File: config.mk
export PLATFORM = sky130hd
export DESIGN_NAME = bilateral_ctrl_flat
export DESIGN_NICKNAME = d
export VERILOG_FILES = /design/src/rtl/bilateral_ctrl_if.sv /design/src/rtl/bilateral_ctrl.sv /design/src/flat_wrapper.sv
export SDC_FILE = /design/constraint.sdc
export NUM_CORES = 1
export LEC_CHECK = 0
export CORE_MARGIN = 5
export CORE_UTILIZATION = 55
export CTS_BUF_LIST = sky130_fd_sc_hd__clkbuf_8 sky130_fd_sc_hd__clkbuf_16
export DETAILED_ROUTE_END_ITERATION = 10
export PLACE_DENSITY_LB_ADDON = 0.12
export SETUP_SLACK_MARGIN = 0.15
export SLEW_MARGIN = 10
export SYNTH_ARGS = -nofsm -noshare
export SYNTH_HDL_FRONTEND = slang
export SYNTH_SLANG_ARGS = --single-unit
File: constraint.sdc
create_clock -name clk -period 6.7 [get_ports clk]
set_clock_uncertainty 0.15 [all_clocks]
set_input_delay 1.34 -clock clk [delete_from_list [all_inputs] [get_ports clk]]
set_output_delay 1.34 -clock clk [all_outputs]
set_load 0.02 [all_outputs]
File: src/rtl/bilateral_ctrl_if.sv
// Signal bundle between bilateral_ctrl, its frame SRAM, the filter core and the result sink.
interface bilateral_ctrl_if;
  logic              in_valid;
  logic signed [8:0] in_data;
  logic              mem_we;
  logic [15:0]       mem_addr;
  logic signed [8:0] mem_wdata;
  logic signed [8:0] mem_rdata;
  logic              win_valid;
  logic [3:0]        win_idx;
  logic signed [8:0] win_data;
  logic              win_last;
  logic              core_valid;
  logic signed [8:0] core_data;
  logic              out_valid;
  logic [15:0]       out_addr;
  logic signed [8:0] out_data;
  logic              busy;

  modport master (
    input  in_valid, in_data, mem_rdata, core_valid, core_data,
    output mem_we, mem_addr, mem_wdata, win_valid, win_idx, win_data, win_last,
           out_valid, out_addr, out_data, busy
  );

  modport slave (
    output in_valid, in_data, mem_rdata, core_valid, core_data,
    input  mem_we, mem_addr, mem_wdata, win_valid, win_idx, win_data, win_last,
           out_valid, out_addr, out_data, busy
  );
endinterface

File: src/rtl/bilateral_ctrl.sv
// Frame buffer + 3x3 window sequencer + tag tracker for a bilateral filter core.
// Define BILAT_ZERO_PAD_EN to zero-pad out-of-frame taps instead of replicating edges.
module bilateral_ctrl #(
  parameter int IMG_LOG2  = 8,
  parameter int TAG_DEPTH = 8
) (
  input logic              clk,
  input logic              rst,
  bilateral_ctrl_if.master bus
);
  localparam int AW = 2 * IMG_LOG2;
  localparam int SW = IMG_LOG2 + 2;
  localparam int PW = (TAG_DEPTH > 1) ? $clog2(TAG_DEPTH) : 1;
  localparam int CW = $clog2(TAG_DEPTH + 1);
  localparam logic [AW-1:0]        LAST_ADDR = '1;
  localparam logic signed [SW-1:0] MAX_C     = SW'((1 << IMG_LOG2) - 1);

  typedef enum logic [1:0] {IDLE, LOAD, FETCH, DRAIN} state_t;
  state_t state, state_nxt;

  logic [AW-1:0] wr_cnt, ctr_addr, out_cnt;
  logic [3:0]    tap;
  logic [AW-1:0] tag_mem [TAG_DEPTH];
  logic [PW-1:0] wr_ptr, rd_ptr;
  logic [CW-1:0] tag_cnt;

  logic                 wr_en, issue, push, pop, pad;
  logic signed [SW-1:0] dy, dx, row_s, col_s;
  logic [AW-1:0]        rd_addr;

  logic              mem_we_p0, rd_vld_p0, pad_p0;
  logic [AW-1:0]     mem_addr_p0;
  logic signed [8:0] mem_wdata_p0;
  logic [3:0]        idx_p0;
  logic              vld_p1, pad_p1;
  logic [3:0]        idx_p1;
  logic              res_vld_p0;
  logic [AW-1:0]     res_addr_p0;
  logic signed [8:0] res_data_p0;

  function automatic logic [IMG_LOG2-1:0] sat_coord(input logic signed [SW-1:0] v);
    if (v[SW-1])   return '0;
    if (v > MAX_C) return '1;
    return v[IMG_LOG2-1:0];
  endfunction

  function automatic logic [PW-1:0] ptr_inc(input logic [PW-1:0] p);
    return (p == PW'(TAG_DEPTH - 1)) ? '0 : p + PW'(1);
  endfunction

  assign wr_en = bus.in_valid && (state == IDLE || state == LOAD);
  // A window only starts when a tag slot is free, so it is never split.
  assign issue = (state == FETCH) && !(tap == 4'd0 && tag_cnt == CW'(TAG_DEPTH));
  assign push  = issue && (tap == 4'd0);
  assign pop   = bus.core_valid && (tag_cnt != '0);

  always_comb begin
    dy = (tap < 4'd3) ? SW'(-1) : (tap < 4'd6) ? SW'(0) : SW'(1);
    case (tap)
      4'd0, 4'd3, 4'd6: dx = SW'(-1);
      4'd1, 4'd4, 4'd7: dx = SW'(0);
      default:          dx = SW'(1);
    endcase
    row_s   = $signed({2'b00, ctr_addr[AW-1:IMG_LOG2]}) + dy;
    col_s   = $signed({2'b00, ctr_addr[IMG_LOG2-1:0]}) + dx;
    rd_addr = {sat_coord(row_s), sat_coord(col_s)};
  end

`ifdef BILAT_ZERO_PAD_EN
  function automatic logic in_range(input logic signed [SW-1:0] v);
    return !v[SW-1] && (v <= MAX_C);
  endfunction
  assign pad = !(in_range(row_s) && in_range(col_s));
`else
  assign pad = 1'b0;
`endif

  always_ff @(posedge clk or negedge rst) begin
    if (!rst) state <= IDLE;
    else      state <= state_nxt;
  end

  always_comb begin
    state_nxt = state;
    case (state)
      IDLE:    if (bus.in_valid) state_nxt = LOAD;
      LOAD:    if (wr_en && wr_cnt == LAST_ADDR) state_nxt = FETCH;
      FETCH:   if (issue && tap == 4'd8 && ctr_addr == LAST_ADDR) state_nxt = DRAIN;
      DRAIN:   if (res_vld_p0 && out_cnt == LAST_ADDR) state_nxt = IDLE;
      default: state_nxt = IDLE;
    endcase
  end

  always_ff @(posedge clk or negedge rst) begin
    if (!rst) begin
      wr_cnt   <= '0;
      ctr_addr <= '0;
      tap      <= '0;
      out_cnt  <= '0;
      wr_ptr   <= '0;
      rd_ptr   <= '0;
      tag_cnt  <= '0;
    end else begin
      if (wr_en) wr_cnt <= wr_cnt + 1'b1;
      if (issue) begin
        if (tap == 4'd8) begin
          tap      <= '0;
          ctr_addr <= ctr_addr + 1'b1;
        end else begin
          tap <= tap + 4'd1;
        end
      end
      if (res_vld_p0) out_cnt <= out_cnt + 1'b1;
      if (push) wr_ptr <= ptr_inc(wr_ptr);
      if (pop)  rd_ptr <= ptr_inc(rd_ptr);
      case ({push, pop})
        2'b10:   tag_cnt <= tag_cnt + 1'b1;
        2'b01:   tag_cnt <= tag_cnt - 1'b1;
        default: ;
      endcase
    end
  end

  always_ff @(posedge clk) begin
    if (push) tag_mem[wr_ptr] <= ctr_addr;
  end

  // p0: SRAM port; a padded tap leaves the address untouched (no real read)
  always_ff @(posedge clk or negedge rst) begin
    if (!rst) begin
      mem_we_p0    <= 1'b0;
      rd_vld_p0    <= 1'b0;
      mem_addr_p0  <= '0;
      mem_wdata_p0 <= '0;
      idx_p0       <= '0;
      pad_p0       <= 1'b0;
    end else begin
      mem_we_p0 <= wr_en;
      rd_vld_p0 <= issue;
      if (wr_en) begin
        mem_addr_p0  <= wr_cnt;
        mem_wdata_p0 <= bus.in_data;
      end else if (issue) begin
        idx_p0 <= tap;
        pad_p0 <= pad;
        if (!pad) mem_addr_p0 <= rd_addr;
      end
    end
  end

  // p1: read data returns, window tap presented to the core
  always_ff @(posedge clk or negedge rst) begin
    if (!rst) begin
      vld_p1 <= 1'b0;
      idx_p1 <= '0;
      pad_p1 <= 1'b0;
    end else begin
      vld_p1 <= rd_vld_p0;
      idx_p1 <= idx_p0;
      pad_p1 <= pad_p0;
    end
  end

  // result stage: core output tagged with its centre address
  always_ff @(posedge clk or negedge rst) begin
    if (!rst) begin
      res_vld_p0  <= 1'b0;
      res_addr_p0 <= '0;
      res_data_p0 <= '0;
    end else begin
      res_vld_p0 <= pop;
      if (pop) begin
        res_addr_p0 <= tag_mem[rd_ptr];
        res_data_p0 <= bus.core_data;
      end
    end
  end

  assign bus.mem_we    = mem_we_p0;
  assign bus.mem_addr  = 16'(mem_addr_p0);
  assign bus.mem_wdata = mem_wdata_p0;
  assign bus.win_valid = vld_p1;
  assign bus.win_idx   = idx_p1;
  assign bus.win_data  = (vld_p1 && !pad_p1) ? bus.mem_rdata : '0;
  assign bus.win_last  = vld_p1 && (idx_p1 == 4'd8);
  assign bus.out_valid = res_vld_p0;
  assign bus.out_addr  = 16'(res_addr_p0);
  assign bus.out_data  = res_data_p0;
  assign bus.busy      = (state != IDLE);
endmodule

File: src/flat_wrapper.sv
// flat-port wrapper written by rule: the top's interface ports become plain ports
module bilateral_ctrl_flat 
#(
  parameter int IMG_LOG2  = 8,
  parameter int TAG_DEPTH = 8
)
  (clk, rst, bus_in_valid, bus_in_data, bus_mem_rdata, bus_core_valid, bus_core_data, bus_mem_we, bus_mem_addr, bus_mem_wdata, bus_win_valid, bus_win_idx, bus_win_data, bus_win_last, bus_out_valid, bus_out_addr, bus_out_data, bus_busy);
  bilateral_ctrl_if bus_i ();
  input logic clk;
  input logic rst;
  input wire logic [$bits(bus_i.in_valid)-1:0] bus_in_valid;
  input wire logic [$bits(bus_i.in_data)-1:0] bus_in_data;
  input wire logic [$bits(bus_i.mem_rdata)-1:0] bus_mem_rdata;
  input wire logic [$bits(bus_i.core_valid)-1:0] bus_core_valid;
  input wire logic [$bits(bus_i.core_data)-1:0] bus_core_data;
  output wire logic [$bits(bus_i.mem_we)-1:0] bus_mem_we;
  output wire logic [$bits(bus_i.mem_addr)-1:0] bus_mem_addr;
  output wire logic [$bits(bus_i.mem_wdata)-1:0] bus_mem_wdata;
  output wire logic [$bits(bus_i.win_valid)-1:0] bus_win_valid;
  output wire logic [$bits(bus_i.win_idx)-1:0] bus_win_idx;
  output wire logic [$bits(bus_i.win_data)-1:0] bus_win_data;
  output wire logic [$bits(bus_i.win_last)-1:0] bus_win_last;
  output wire logic [$bits(bus_i.out_valid)-1:0] bus_out_valid;
  output wire logic [$bits(bus_i.out_addr)-1:0] bus_out_addr;
  output wire logic [$bits(bus_i.out_data)-1:0] bus_out_data;
  output wire logic [$bits(bus_i.busy)-1:0] bus_busy;
  assign bus_i.in_valid = bus_in_valid;
  assign bus_i.in_data = bus_in_data;
  assign bus_i.mem_rdata = bus_mem_rdata;
  assign bus_i.core_valid = bus_core_valid;
  assign bus_i.core_data = bus_core_data;
  assign bus_mem_we = bus_i.mem_we;
  assign bus_mem_addr = bus_i.mem_addr;
  assign bus_mem_wdata = bus_i.mem_wdata;
  assign bus_win_valid = bus_i.win_valid;
  assign bus_win_idx = bus_i.win_idx;
  assign bus_win_data = bus_i.win_data;
  assign bus_win_last = bus_i.win_last;
  assign bus_out_valid = bus_i.out_valid;
  assign bus_out_addr = bus_i.out_addr;
  assign bus_out_data = bus_i.out_data;
  assign bus_busy = bus_i.busy;
  bilateral_ctrl #(.IMG_LOG2(IMG_LOG2), .TAG_DEPTH(TAG_DEPTH)) u_core (.clk(clk), .rst(rst), .bus(bus_i));
endmodule
After elaboration in Yosys (flattened, before gate mapping)
Memories as Yosys holds them, arrays and structs flattened. A register that Yosys moved wholly into a read port is not among the register bits.
Cells that the tools add are included.
W data, S select, Z words.
Storage, ports and cells
  memories kept: 1
  bits in read-only memories: 0
  output and inout bits: 68
  latch bits: 0
  bits of input ports: 31
  flip-flop bits (word level): 110
  bits in writable memories: 128
Memory list
  u_core.tag_mem: depth 8, width 16, rd ports 1, clocked after memory_dff 1, write ports 1, RTL line bilateral_ctrl.sv:23  | logic [AW-1:0] tag_mem [TAG_DEPTH];
Operators by class
  divide/modulo/power cells: 0
  add/sub/neg operators: 10
  magnitude comparators: 4
  $mul: 0
  reductions and logical operators: 24
  shift-type cells: 0
  bitwise operators: 1
  mux-type cells: 31
  eq/ne operators: 22
Operators with widths (count)
  $mux W8: 8
  $add A16 B1 Y16 const B: 3
  $eq A16 B16 Y1 const B: 3
  $mux W16: 2
  $add A9 B10 Y10: 2
  $gt A10 B9 Y1 const B: 2
  $pmux W10 S2: 1
  $eq A4 B3 Y1 const B: 3
  $eq A4 B4 Y1 const B: 3
  $logic_and A1 B1 Y1: 10
  $mux W10: 1
  $mux W1: 9
  $mux W9: 1
  $add A4 B1 Y4 const B: 2
  $mux W2: 4
  $pmux W2 S4: 1
  $pmux W4 S2: 1
  $add A3 B1 Y3 const B: 2
  $eq A2 B2 Y1 const B: 3
  $eq A3 B3 Y1 const B: 2
  $mux W3: 2
  $ne A2 B2 Y1 const B: 3
  $reduce_bool A2 Y1: 3
  $reduce_or A3 Y1: 2
  16 further kinds: 19

Longest topological paths before layout
Gate-level depths: netlist of the first run.
  depth in word-level cells: 11
  depth in mapped cells: 13

Worst setup path after synthesis of the first run
Ideal clock, no wire load.
  path type: register -> register
  start: register u_core.tap[0]
  end: register u_core.mem_addr_p0[7] (netlist: u_core.bus.mem_addr[7])
  setup time: 0.087 ns
  buffers on the path: 0
  stages on the path, launching flop included: 13
  arrival: 3.430 ns
  path slack: 3.033 ns
  path through: dfrtp_1 inv_1 ha_1 or4b_2 a21o_1 ha_1 fa_1 a21o_1 a221oi_2 o22ai_1 or2_2 o22a_1 a22oi_1
Between the ends
  cells in the longest elaborated chain, start to end: 11
  elaborated cells on any way between the ends: 23
  classes of those cells: add/sub: 1; order compare: 1; eq/ne: 5; mux: 9; reduce/logical: 7
Ends and longest elaborated chain
  start, declared: RTL line bilateral_ctrl.sv:22  | logic [3:0] tap;
  start signal, assigned: RTL line bilateral_ctrl.sv:110  | tap <= tap + 4'd1;
  $eq A4 B1 Y1 (tied with other cells): RTL line bilateral_ctrl.sv:59  | case (tap)
  $reduce_or A3 Y1: RTL line bilateral_ctrl.sv:59
  $pmux W10 S2: RTL line bilateral_ctrl.sv:59
  $add A9 B10 Y10: RTL line bilateral_ctrl.sv:65  | col_s = $signed({2'b00, ctr_addr[IMG_LOG2-1:0]}) + dx;
  $gt A10 B9 Y1: RTL line bilateral_ctrl.sv:43  | if (v > MAX_C) return '1;
  $mux W1 (2 in a row): RTL line bilateral_ctrl.sv:43
  $mux W8: RTL line bilateral_ctrl.sv:44  | return v[IMG_LOG2-1:0];
  $mux W8: RTL line bilateral_ctrl.sv:43
  $mux W16: RTL line bilateral_ctrl.sv:143  | end else if (issue) begin
  $mux W16: RTL line bilateral_ctrl.sv:140  | if (wr_en) begin
  end signal, assigned: RTL line bilateral_ctrl.sv:141  | mem_addr_p0 <= wr_cnt;
  end signal, assigned: RTL line bilateral_ctrl.sv:146  | if (!pad) mem_addr_p0 <= rd_addr;
  end, declared: RTL line bilateral_ctrl.sv:32  | logic [AW-1:0] mem_addr_p0;
Several ways; a longest one is shown, not always the timed one. The select of a mux whose other input is x is not followed.
A chain may end at the register's enable or synchronous reset.

Worst setup path in the final report of the first run
  start: register u_core.tap[1]
  end: register u_core.mem_addr_p0[4] (netlist: u_core.bus.mem_addr[4])
Same word-level chain as after synthesis.

==> impl_metrics.toml, run 1 <==
[place]
post_placement_cell_count = 1194
dp_worst_setup_slack_ns = 2.42
port_buffers = 98
dpl_cell_area_um2 = 12500
dp_hpwl_mm = 15.3
place.gp.congestion = 0.894

[clock_tree]
postCtsSetupRepairBufs = 0
ctsHoldBuffers = 0
clk-insertion-delay-late_ns = 0.51
post_cts_resize_count = 0
clock_tree.htree_level_count = 1
tritoncts_num_sinks = 254
tritoncts = "yes"
cts_buffers = 26
clk_path_buf_depth = 3
cts_root_cell = "sky130_fd_sc_hd__clkbuf_16"
clock_slew_at_the_register_clock_pins_of_the_worst_setup_and_hold_paths_ns = 0.06

[yosys]
synth-seq-cells = 254
post-synth-top-area-fraction_pct = 34.4
post_synth_edffs = 128
ys_warn_count = 0
synth_cells = 852
synth.largest_area_cell = "sky130_fd_sc_hd__edfxtp_1"
synth.distinct_cells = 66
asyncSetResetFlopFracSynth_pct = 49.6
netlist_area_um2 = 11200
synth_area_per_cell_um2 = 13.1
syn-num-nets = 915
yosys_most_used_dff = "sky130_fd_sc_hd__edfxtp_1"
synth_seq_area_share_pct = 62.5
synth.top_cells.by_area = "sky130_fd_sc_hd__edfxtp_1 (34%), sky130_fd_sc_hd__dfrtp_1 (28%), sky130_fd_sc_hd__mux4_2 (6.4%), sky130_fd_sc_hd__nand2_1 (4.8%), sky130_fd_sc_hd__ha_1 (3.4%)"

[hold_path]
hp-class = "flip-flop to flip-flop"
worst_hold_path.endpoint = "u_core.bus.win_valid"
hp-start = "u_core.rd_vld_p0"
worstHoldPathCells = 0

[route]
first_pass_iters = 5
routed_via_density = 5.64
vias = 7003
drt_first_iter_violations = 560
drc = 0
postRouteWirelength_mm = 23.7
wl_per_cell_um = 19.1
antenna_violating_nets_post_route = 0

[worst_setup_path]
path_max_fanout = 9
worst_reg_to_reg_path_cell_count = 12
critical_path_class = "flip-flop to flip-flop"
critPathRequiredTime_ns = 6.98
worst_ep_arrival_time_ns = 4.38
r2r-end = "u_core.bus.mem_addr[4]"
worst_setup_path_start_kind = "flip-flop"
timing.rr.start = "u_core.tap[1]"
reg2reg_slack_ns = 2.60
cp-end-kind = "flip-flop"

[floorplanning]
width_of_the_die_um = 153
dieArea_um2 = 23300
die_height_um = 153
std_cell_rows = 52
design.portCount = 99
core_um2 = 20100
start_util_pct = 55.6

[status]
status = "completed"

[sta]
final.setup.tns_ns = 0
hold_viol_final = 0
layout_worst_path_cycle_share_pct = 61.1
postLayoutSetupSlackWorst_ns = 2.60
slew_viol_final = 0
rsz0062_at_grt = "no"
finalSetupViolations = 0
post-route-min-period_ns = 4.10
achievable_frequency_mhz = 244
worst-slew-pin-transition_ns = 1.14
max-slew-margin-rel_pct = 23.8

[finish]
final_nets = 1015
stdcell_area_um2 = 13300
multi_input_area_um2 = 4030
seq_area_um2 = 7000
instances_no_fill = 1242
antennaDiodeCount = 0
post_route_core_utilization_pct = 66.2
synth_to_final_area_change_pct = 19.0
fillers = 1429
drive_gt1_share_pct = 10.9

[grt]
vias_in_the_first_global_route = 7482
grt.total_usage_pct = 20.4
grt_start_max_net_pins = 75
wire_length_of_the_first_global_routing_pass_mm = 38.9
grt_overflow_total = 0
antenna_found_initial = 0

[power]
cellLeakagePower_nw = 4.98
power_per_cell_area_nw_per_um2 = 299
ir_worst_vdd_mv = 0.161

[run]
timing.max_cap.violations = 0
==> synthesized netlist by cell type (all sizes together), types with 7 or more instances <==
library cell  count
nor2             38
a2bb2oi           7
a21o              8
buf              14
mux4             32
nor3             15
dfrtp           126
nand3            33
a21oi            12
xor2             20
ha               30
and2             12
o21ai            43
mux2i            18
xnor2            41
nand4            11
inv              21
nand2           142
clkbuf           19
edfxtp          128
and3              7
==> power by group <==
| part | leakage, nW | total, W | switching [W] | internal (W) |
|---|---|---|---|---|
| Clock | 0.444 | 0.00137 | 0.000566 | 0.000806 |
| Combinational | 2.04 | 0.000712 | 0.000372 | 0.000340 |
| Sequential | 2.50 | 0.00190 | 0.000143 | 0.00176 |
==> layer usage <==
| metal | global-route usage, % | routed length, um | up-vias | share of wire [%] |
|---|---|---|---|---|
| li1 | - | - | 3290 | - |
| met4 | 5.90 | 502 | 0 | 2.1 |
| met1 | 28.0 | 10200 | 3498 | 43 |
| met2 | 34.8 | 12000 | 176 | 51 |
| met3 | 2.47 | 1010 | 39 | 4.3 |
| met5 | 0 | 0 | - | 0 |
==> placed cells by master (no fill, tap or decap), types with 3 or more instances in the layout <==
| cell | synthesis | routed |
|---|---|---|
| sky130_fd_sc_hd__a21o_1 | 8 | 8 |
| sky130_fd_sc_hd__a21oi_1 | 12 | 12 |
| sky130_fd_sc_hd__a2bb2oi_1 | 7 | 7 |
| sky130_fd_sc_hd__a31oi_1 | 4 | 4 |
| sky130_fd_sc_hd__and2_1 | 11 | 11 |
| sky130_fd_sc_hd__and3_1 | 7 | 7 |
| sky130_fd_sc_hd__buf_4 | 0 | 8 |
| sky130_fd_sc_hd__clkbuf_16 | 0 | 27 |
| sky130_fd_sc_hd__clkbuf_8 | 0 | 4 |
| sky130_fd_sc_hd__clkdlybuf4s50_1 | 0 | 97 |
| sky130_fd_sc_hd__clkinv_1 | 2 | 5 |
| sky130_fd_sc_hd__clkinv_2 | 0 | 4 |
| sky130_fd_sc_hd__dfrtp_1 | 126 | 125 |
| sky130_fd_sc_hd__edfxtp_1 | 128 | 128 |
| sky130_fd_sc_hd__ha_1 | 30 | 30 |
| sky130_fd_sc_hd__inv_1 | 20 | 29 |
| sky130_fd_sc_hd__mux2_2 | 5 | 5 |
| sky130_fd_sc_hd__mux2i_1 | 18 | 18 |
| sky130_fd_sc_hd__mux4_2 | 32 | 32 |
| sky130_fd_sc_hd__nand2_1 | 142 | 142 |
| sky130_fd_sc_hd__nand2b_1 | 6 | 6 |
| sky130_fd_sc_hd__nand3_1 | 33 | 33 |
| sky130_fd_sc_hd__nand3b_1 | 3 | 3 |
| sky130_fd_sc_hd__nand4_1 | 11 | 11 |
| sky130_fd_sc_hd__nand4b_1 | 3 | 3 |
| sky130_fd_sc_hd__nor2_1 | 37 | 34 |
| sky130_fd_sc_hd__nor2_2 | 1 | 4 |
| sky130_fd_sc_hd__nor2b_1 | 3 | 3 |
| sky130_fd_sc_hd__nor3_1 | 15 | 11 |
| sky130_fd_sc_hd__nor3_4 | 0 | 4 |
| sky130_fd_sc_hd__o21ai_0 | 39 | 39 |
| sky130_fd_sc_hd__o22ai_1 | 4 | 4 |
| sky130_fd_sc_hd__o31ai_1 | 4 | 4 |
| sky130_fd_sc_hd__or3_1 | 3 | 3 |
| sky130_fd_sc_hd__xnor2_1 | 41 | 41 |
| sky130_fd_sc_hd__xor2_1 | 20 | 20 |
==> critical path, cell delays in order, from the launching register on <==
cell and delay, ns:
sky130_fd_sc_hd__dfrtp_1 0.44, sky130_fd_sc_hd__inv_1 0.12, sky130_fd_sc_hd__ha_1 0.29, sky130_fd_sc_hd__or4b_2 0.64
sky130_fd_sc_hd__a21o_1 0.20, sky130_fd_sc_hd__ha_1 0.21, sky130_fd_sc_hd__fa_1 0.41, sky130_fd_sc_hd__a21o_1 0.22
sky130_fd_sc_hd__a221oi_2 0.31, sky130_fd_sc_hd__o22ai_1 0.23, sky130_fd_sc_hd__or2_2 0.32, sky130_fd_sc_hd__o22a_1 0.27
sky130_fd_sc_hd__a2bb2oi_1 0.18
==> cells by family after synthesis <==
kind of cell	Yosys count	share of synthesized area, %
and+or+nand+nor	291	12.2
DFF	254	62.5
AOI/OAI and AO/OA	103	6.16
xor gates and xnor gates	61	4.78
buffers and inverters	56	2.04
muxes	55	8.56
adders and majority gates	32	3.71
==> layout make-up <==
| cell class | count | share of cell area, % |
|---|---|---|
| Clock buffer | 31 | 5.49 |
| Clock inverter | 17 | 0.715 |
| Inverter | 23 | 0.649 |
| Multi-Input combinational cell | 542 | 30.3 |
| Sequential cell | 254 | 52.6 |
| Tap cell | 270 | 2.54 |
| Timing Repair Buffer | 105 | 7.75 |
==> sequential cells by signal, indices dropped and copies added (netlist names), 4 cells and up <==
| name | cells |
|---|---|
| u_core.tag_mem | 128 |
| u_core.bus.mem_addr | 16 |
| u_core.bus.out_addr | 16 |
| u_core.ctr_addr | 16 |
| u_core.out_cnt | 16 |
| u_core.wr_cnt | 16 |
| u_core.bus.mem_wdata | 9 |
| u_core.bus.out_data | 9 |
| u_core.bus.win_idx | 4 |
| u_core.idx_p0 | 4 |
| u_core.tag_cnt | 4 |
| u_core.tap | 4 |
==> per-stage QoR <==
| step | total power, W | hold slack (ns) |
|---|---|---|
| 2_1_floorplan | 0.00235 | 0.181 |
| 3_3_place_gp | 0.00263 | 0.188 |
| 3_5_place_dp | 0.00265 | 0.186 |
| 4_1_cts | 0.00403 | 0.200 |
| 5_1_grt | 0.00416 | 0.205 |
| 6_report | 0.00398 | 0.197 |
==> worst max-delay path by stage <==
stage,slack (ns),to,from
final,2.60,u_core.bus.mem_addr[4],u_core.tap[1]
after global routing,2.40,u_core.bus.mem_addr[6],u_core.tap[1]
after CTS,2.63,u_core.bus.mem_addr[4],u_core.tap[1]
after detailed placement,2.42,u_core.wr_cnt[15],bus_in_valid
after global placement,2.52,u_core.wr_cnt[11],bus_in_valid
after floorplan,3.03,u_core.bus.mem_addr[7],u_core.tap[0]
(Power assumes the default switching activity.)
==> inputs of run 2 (changes only) <==
clock period = 4.27 ns   (was 6.7 ns; I/O delays follow)
==> run 2 against run 1 <==
Design area is 0.98% higher. Core utilization is 0.65 points higher. Total power is 59% higher. Global-route usage hardly changed. Critical path type unchanged. Highest routed layer unchanged.
==> impl_metrics.toml, run 2 (synthesized netlist as in run 1, its figures left out) <==
[status]
status = "completed"

[sta]
max-slew-margin-rel_pct = 25.5
rsz0062_at_grt = "no"
final.setup.tns_ns = 0
slew_viol_final = 0
layout_worst_path_cycle_share_pct = 90.8
finalSetupViolations = 0
worst-slew-pin-transition_ns = 1.12
achievable_frequency_mhz = 258
hold_viol_final = 0
fin_hold_ws_ns = 0.188
post-route-min-period_ns = 3.88

[clock_tree]
tritoncts = "yes"
clock_slew_at_the_register_clock_pins_of_the_worst_setup_and_hold_paths_ns = 0.06
postCtsSetupRepairBufs = 0
clock_tree.htree_level_count = 1
clk-insertion-delay-late_ns = 0.52
cts_buffers = 26
clk_path_buf_depth = 3
cts_root_cell = "sky130_fd_sc_hd__clkbuf_16"
ctsHoldBuffers = 0
tritoncts_num_sinks = 254

[finish]
final_common_cell = "sky130_fd_sc_hd__nand2_1"
synth_to_final_area_change_pct = 20.1
drive_gt1_share_pct = 11.9
antennaDiodeCount = 0
final_cell_mix = "sky130_fd_sc_hd__nand2_1 (142), sky130_fd_sc_hd__edfxtp_1 (128), sky130_fd_sc_hd__dfrtp_1 (124), sky130_fd_sc_hd__clkdlybuf4s50_1 (97), sky130_fd_sc_hd__xnor2_1 (41)"
biggest_register = "u_core.tag_mem"
largest_register_ff_count = 128
fillers = 1395
final_nets = 1024

[grt]
vias_in_the_first_global_route = 7526
grt_overflow_total = 0
antenna_found_initial = 0
grt_start_max_net_pins = 81
wire_length_of_the_first_global_routing_pass_mm = 39.0
grt.total_usage_pct = 20.5

[floorplanning]
std_cell_rows = 52
core_um2 = 20100
width_of_the_die_um = 153
start_util_pct = 55.6
dieArea_um2 = 23300
die_height_um = 153
design.portCount = 99

[run]
timing.max_cap.violations = 0

[route]
wl_per_cell_um = 18.9
drt_first_iter_violations = 511
antenna_violating_nets_post_route = 0
vias = 7055
routed_via_density = 5.64
first_pass_iters = 4
postRouteWirelength_mm = 23.6
drc = 0

[worst_setup_path]
worst_ep_arrival_time_ns = 4.16
cp_num_buf_inv = 1
critical_path.top_delay_family = "compound AO/OA/AOI/OAI gates"
worst_setup_path_start_kind = "flip-flop"
critical_path.max_stage_delay_ns = 0.61
worst-path-stages = 12
cp-end-kind = "flip-flop"
path_max_fanout = 9
crit_chain = "inv_1 > ha_2 > or4b_2 > a21o_1 > ha_1 > fa_1 > a21o_1 > a221oi_4 > o22ai_2 > or2_2 > o22a_1 > a2bb2oi_1"
worst_reg_to_reg_path_cell_count = 12
critPathRequiredTime_ns = 4.56
slowest_stage = "sky130_fd_sc_hd__or4b_2"
worst_path_most_repeated_cell = "sky130_fd_sc_hd__a21o_1"
timing.rr.start = "u_core.tap[0]"
critical_path_class = "flip-flop to flip-flop"
crit_start = "u_core.tap[0]"

[place]
port_buffers = 98
place.gp.congestion = 0.881
dp_hpwl_mm = 15.8

[hold_path]
hp-class = "input pin to asynchronous set/reset pin"

[power]
power_per_cell_area_nw_per_um2 = 470
ir_worst_vdd_mv = 0.326
cellLeakagePower_nw = 5.03
run 2: changes by cell type in the layout (fill, tap and decap cells not counted), moves of 2 or more:
cell / before / now
sky130_fd_sc_hd__bufinv_16: 1 / 3
sky130_fd_sc_hd__clkinvlp_4: 0 / 2
sky130_fd_sc_hd__nor2_2: 4 / 1
sky130_fd_sc_hd__inv_1: 29 / 26
sky130_fd_sc_hd__nor2_1: 34 / 37
sky130_fd_sc_hd__buf_4: 8 / 16
run 2: report_power, final:
group / leakage (nW) / internal, W / switching, W
Combinational: 2.10 / 0.000535 / 0.000460
Sequential: 2.50 / 0.00275 / 0.000330
Clock: 0.440 / 0.00134 / 0.000904
run 2: worst register-to-register path, stage by stage, from the launching register on:
cell and delay (ns):
sky130_fd_sc_hd__dfrtp_1 0.42, sky130_fd_sc_hd__inv_1 0.12, sky130_fd_sc_hd__ha_2 0.25, sky130_fd_sc_hd__or4b_2 0.61, sky130_fd_sc_hd__a21o_1 0.20, sky130_fd_sc_hd__ha_1 0.21
sky130_fd_sc_hd__fa_1 0.41, sky130_fd_sc_hd__a21o_1 0.24, sky130_fd_sc_hd__a221oi_4 0.27, sky130_fd_sc_hd__o22ai_2 0.18, sky130_fd_sc_hd__or2_2 0.30, sky130_fd_sc_hd__o22a_1 0.27
sky130_fd_sc_hd__a2bb2oi_1 0.17
run 2: path summary, 6_finish.rpt:
kind	slack [ns]	end
worst max-delay path	0.39	u_core.bus.mem_addr[2]
worst min-delay path	0.19	u_core.bus.out_addr[6]
worst max register to register	0.39	u_core.bus.mem_addr[2]
worst min register to register	0.20	u_core.bus.win_valid
max in group asynchronous	2.91	u_core.wr_cnt[9]
min in group clk	0.20	u_core.bus.win_valid
run 2: metal layers:
metal | up-vias | track usage, % | routed length (um) | share of wire (%)
li1 | 3300 | - | - | -
met1 | 3539 | 26.9 | 10100 | 43
met2 | 173 | 36.1 | 12100 | 51
met3 | 43 | 3.07 | 882 | 3.7
met4 | 0 | 4.96 | 504 | 2.1
met5 | - | 0 | 0 | 0
run 2: final cells by class:
cell class,instances,area (um^2),area share [%]
Multi-Input combinational cell,542,4040,30.1
Inverter,23,86.3,0.642
Clock inverter,18,170,1.27
Clock buffer,29,692,5.15
Sequential cell,254,7000,52.1
Tap cell,270,338,2.51
Timing Repair Buffer,114,1110,8.27
run 2: through the flow:
step | setup slack [ns] | util (%) | cells | instance area, um^2 | total power (W)
finish | 0.394 | 66.8 | 1250 | 13400 | 0.00632
global route | 0.225 | 66.8 | 1250 | 13400 | 0.00661
CTS | 0.266 | 66.7 | 1250 | 13400 | 0.00640
detailed placement | 0.262 | 62.5 | 1203 | 12600 | 0.00414
global placement | 0.401 | 62.5 | 1203 | 12600 | 0.00409
floorplan | 0.603 | - | 852 | 11200 | 0.00369
run 2: what timing repair did:
item	in CTS	in global routing
endpoints found under the setup margin	0	6
resized for setup	0	3
endpoints found under the hold margin	0	0
==> inputs of run 3 (changes only) <==
MAX_ROUTING_LAYER = met4   (was not set)
==> run 3 against run 2 <==
Critical path depth is the same. Sequential share of layout area is essentially flat. Design area hardly changed. Count of clock-buffer cells in the layout down 2. Non-clock buffer count is 1 higher. Hold slack gained 0.012 ns. Core utilization about the same.
==> impl_metrics.toml, run 3 (synthesized netlist as in run 1, its figures left out) <==
[grt]
grt.total_usage_pct = 20.6
vias_in_the_first_global_route = 7347
wire_length_of_the_first_global_routing_pass_mm = 38.2
antenna_found_initial = 0
grt_overflow_total = 0
grt_start_max_net_pins = 81

[sta]
worst-slew-pin-transition_ns = 1.09
hold_viol_final = 0
layout_worst_path_cycle_share_pct = 91.9
achievable_frequency_mhz = 255
final.setup.tns_ns = 0
rsz0062_at_grt = "no"
post-route-min-period_ns = 3.92
max-slew-margin-rel_pct = 27.1
slew_viol_final = 0
finalSetupViolations = 0

[finish]
fillers = 1393
antennaDiodeCount = 0
stdcell_area_um2 = 13400
synth_to_final_area_change_pct = 20.1
largest_register_ff_count = 128
biggest_register = "u_core.tag_mem"
drive_gt1_share_pct = 11.9
instances_no_fill = 1252
final_common_cell = "sky130_fd_sc_hd__nand2_1"
final_cell_mix = "sky130_fd_sc_hd__nand2_1 (142), sky130_fd_sc_hd__edfxtp_1 (128), sky130_fd_sc_hd__dfrtp_1 (125), sky130_fd_sc_hd__clkdlybuf4s50_1 (97), sky130_fd_sc_hd__xnor2_1 (41)"
final_nets = 1026

[worst_setup_path]
critical_path_class = "flip-flop to flip-flop"
critical_path.top_delay_family = "compound AO/OA/AOI/OAI gates"
cp-end-kind = "flip-flop"
worst_path_most_repeated_cell = "sky130_fd_sc_hd__a21o_1"
slowest_stage = "sky130_fd_sc_hd__or4b_2"
cp_num_buf_inv = 1
critical_path.max_stage_delay_ns = 0.63
crit_chain = "inv_1 > ha_2 > or4b_2 > a21o_1 > ha_1 > fa_1 > a21o_1 > a221oi_4 > o22ai_2 > or2_2 > o22a_1 > a2bb2oi_1"
path_max_fanout = 9
worst_setup_path_start_kind = "flip-flop"
critPathRequiredTime_ns = 4.55
worst_ep_arrival_time_ns = 4.20

[route]
vias = 7005
drc = 0
postRouteWirelength_mm = 23.0
drt_first_iter_violations = 463
antenna_violating_nets_post_route = 0
wl_per_cell_um = 18.4
first_pass_iters = 4
routed_via_density = 5.60

[clock_tree]
cts_root_cell = "sky130_fd_sc_hd__clkbuf_16"
postCtsSetupRepairBufs = 0
cts_buffers = 27
clock_tree.htree_level_count = 1
tritoncts_num_sinks = 254
tritoncts = "yes"
clock_slew_at_the_register_clock_pins_of_the_worst_setup_and_hold_paths_ns = 0.06
clk-insertion-delay-late_ns = 0.52
clk_path_buf_depth = 3

[floorplanning]
start_util_pct = 55.6
std_cell_rows = 52
dieArea_um2 = 23300
die_height_um = 153
core_um2 = 20100
design.portCount = 99
width_of_the_die_um = 153

[power]
power_per_cell_area_nw_per_um2 = 468
total_power_w = 0.00629
p_int_w = 0.00462
ir_worst_vdd_mv = 0.273
cellLeakagePower_nw = 5.03
p_comb_share_pct = 16.0
seq_power_share_pct = 48.8
net-switching-power_w = 0.00167
p_clk_share_pct = 35.3
power_switching_share_pct = 26.6

[place]
port_buffers = 98
place.gp.congestion = 0.888
dpl_cell_area_um2 = 12600
post_placement_cell_count = 1204
dp_hpwl_mm = 15.5

[run]
timing.max_cap.violations = 0

[status]
status = "completed"

[hold_path]
hp-class = "flip-flop to flip-flop"
[run 3: cell types whose count changed in the layout (fill, tap and decap cells not counted)]
cell                        previous run  this run
sky130_fd_sc_hd__buf_4                16        17
sky130_fd_sc_hd__clkbuf_16            26        27
sky130_fd_sc_hd__clkbuf_8              3         0
sky130_fd_sc_hd__clkinv_1              5         7
sky130_fd_sc_hd__clkinv_2              3         5
sky130_fd_sc_hd__clkinv_8              1         0
sky130_fd_sc_hd__dfrtp_1             124       125
sky130_fd_sc_hd__dfrtp_2               2         1
sky130_fd_sc_hd__inv_1                26        25
sky130_fd_sc_hd__inv_6                 0         1
[run 3: area by class of cell]
type                    instances  area (um^2)  share of cell area [%]
multi-input cells             542         4040                    30.1
repair buffers                115         1120                    8.33
flip-flops and latches        254         7000                    52.1
well taps                     270          338                    2.51
clock buffers                  27          676                    5.03
clock inverters                21          176                    1.31
inverters                      23         86.3                   0.643
[run 3: repair_timing]
action	in CTS	in global routing
resized for setup	0	3
hold buffers	0	0
setup endpoints to repair	0	6
[run 3: per-layer routing]
| layer | GRT usage (%) | routed length (um) |
|---|---|---|
| met5 | - | 0 |
| met4 | 5.69 | 513 |
| met3 | 2.84 | 971 |
| met2 | 34.1 | 11700 |
| met1 | 27.1 | 9820 |
[run 3: power by group through the flow]
stage          sequential (W)  combinational, W  clock [W]
6_report              0.00307           0.00100    0.00222
5_1_grt               0.00312           0.00111    0.00239
4_1_cts               0.00308           0.00102    0.00227
3_5_place_dp          0.00313           0.00102          0
3_3_place_gp          0.00311          0.000990          0
2_1_floorplan         0.00306          0.000631          0
[run 3: final timing paths]
check / end / slack [ns] / from / cells after the start
worst max-delay path: u_core.bus.mem_addr[4] / 0.35 / u_core.tap[0] / 12
worst min-delay path: u_core.bus.win_valid / 0.20 / u_core.rd_vld_p0 / 0
worst max register to register: u_core.bus.mem_addr[4] / 0.35 / u_core.tap[0] / 12
worst min register to register: u_core.bus.win_valid / 0.20 / u_core.rd_vld_p0 / 0
max in group asynchronous: u_core.bus.mem_addr[14] / 2.91 / rst / 2
min in group asynchronous: u_core.bus.out_addr[6] / 0.21 / rst / 1
[run 3: metrics by stage]
stage	hold slack [ns]	util [%]	setup slack (ns)
floorplan	0.181	-	0.603
global placement	0.187	62.5	0.395
detailed placement	0.187	62.5	0.207
CTS	0.200	66.7	0.207
global route	0.212	66.8	0.171
finish	0.200	66.8	0.347
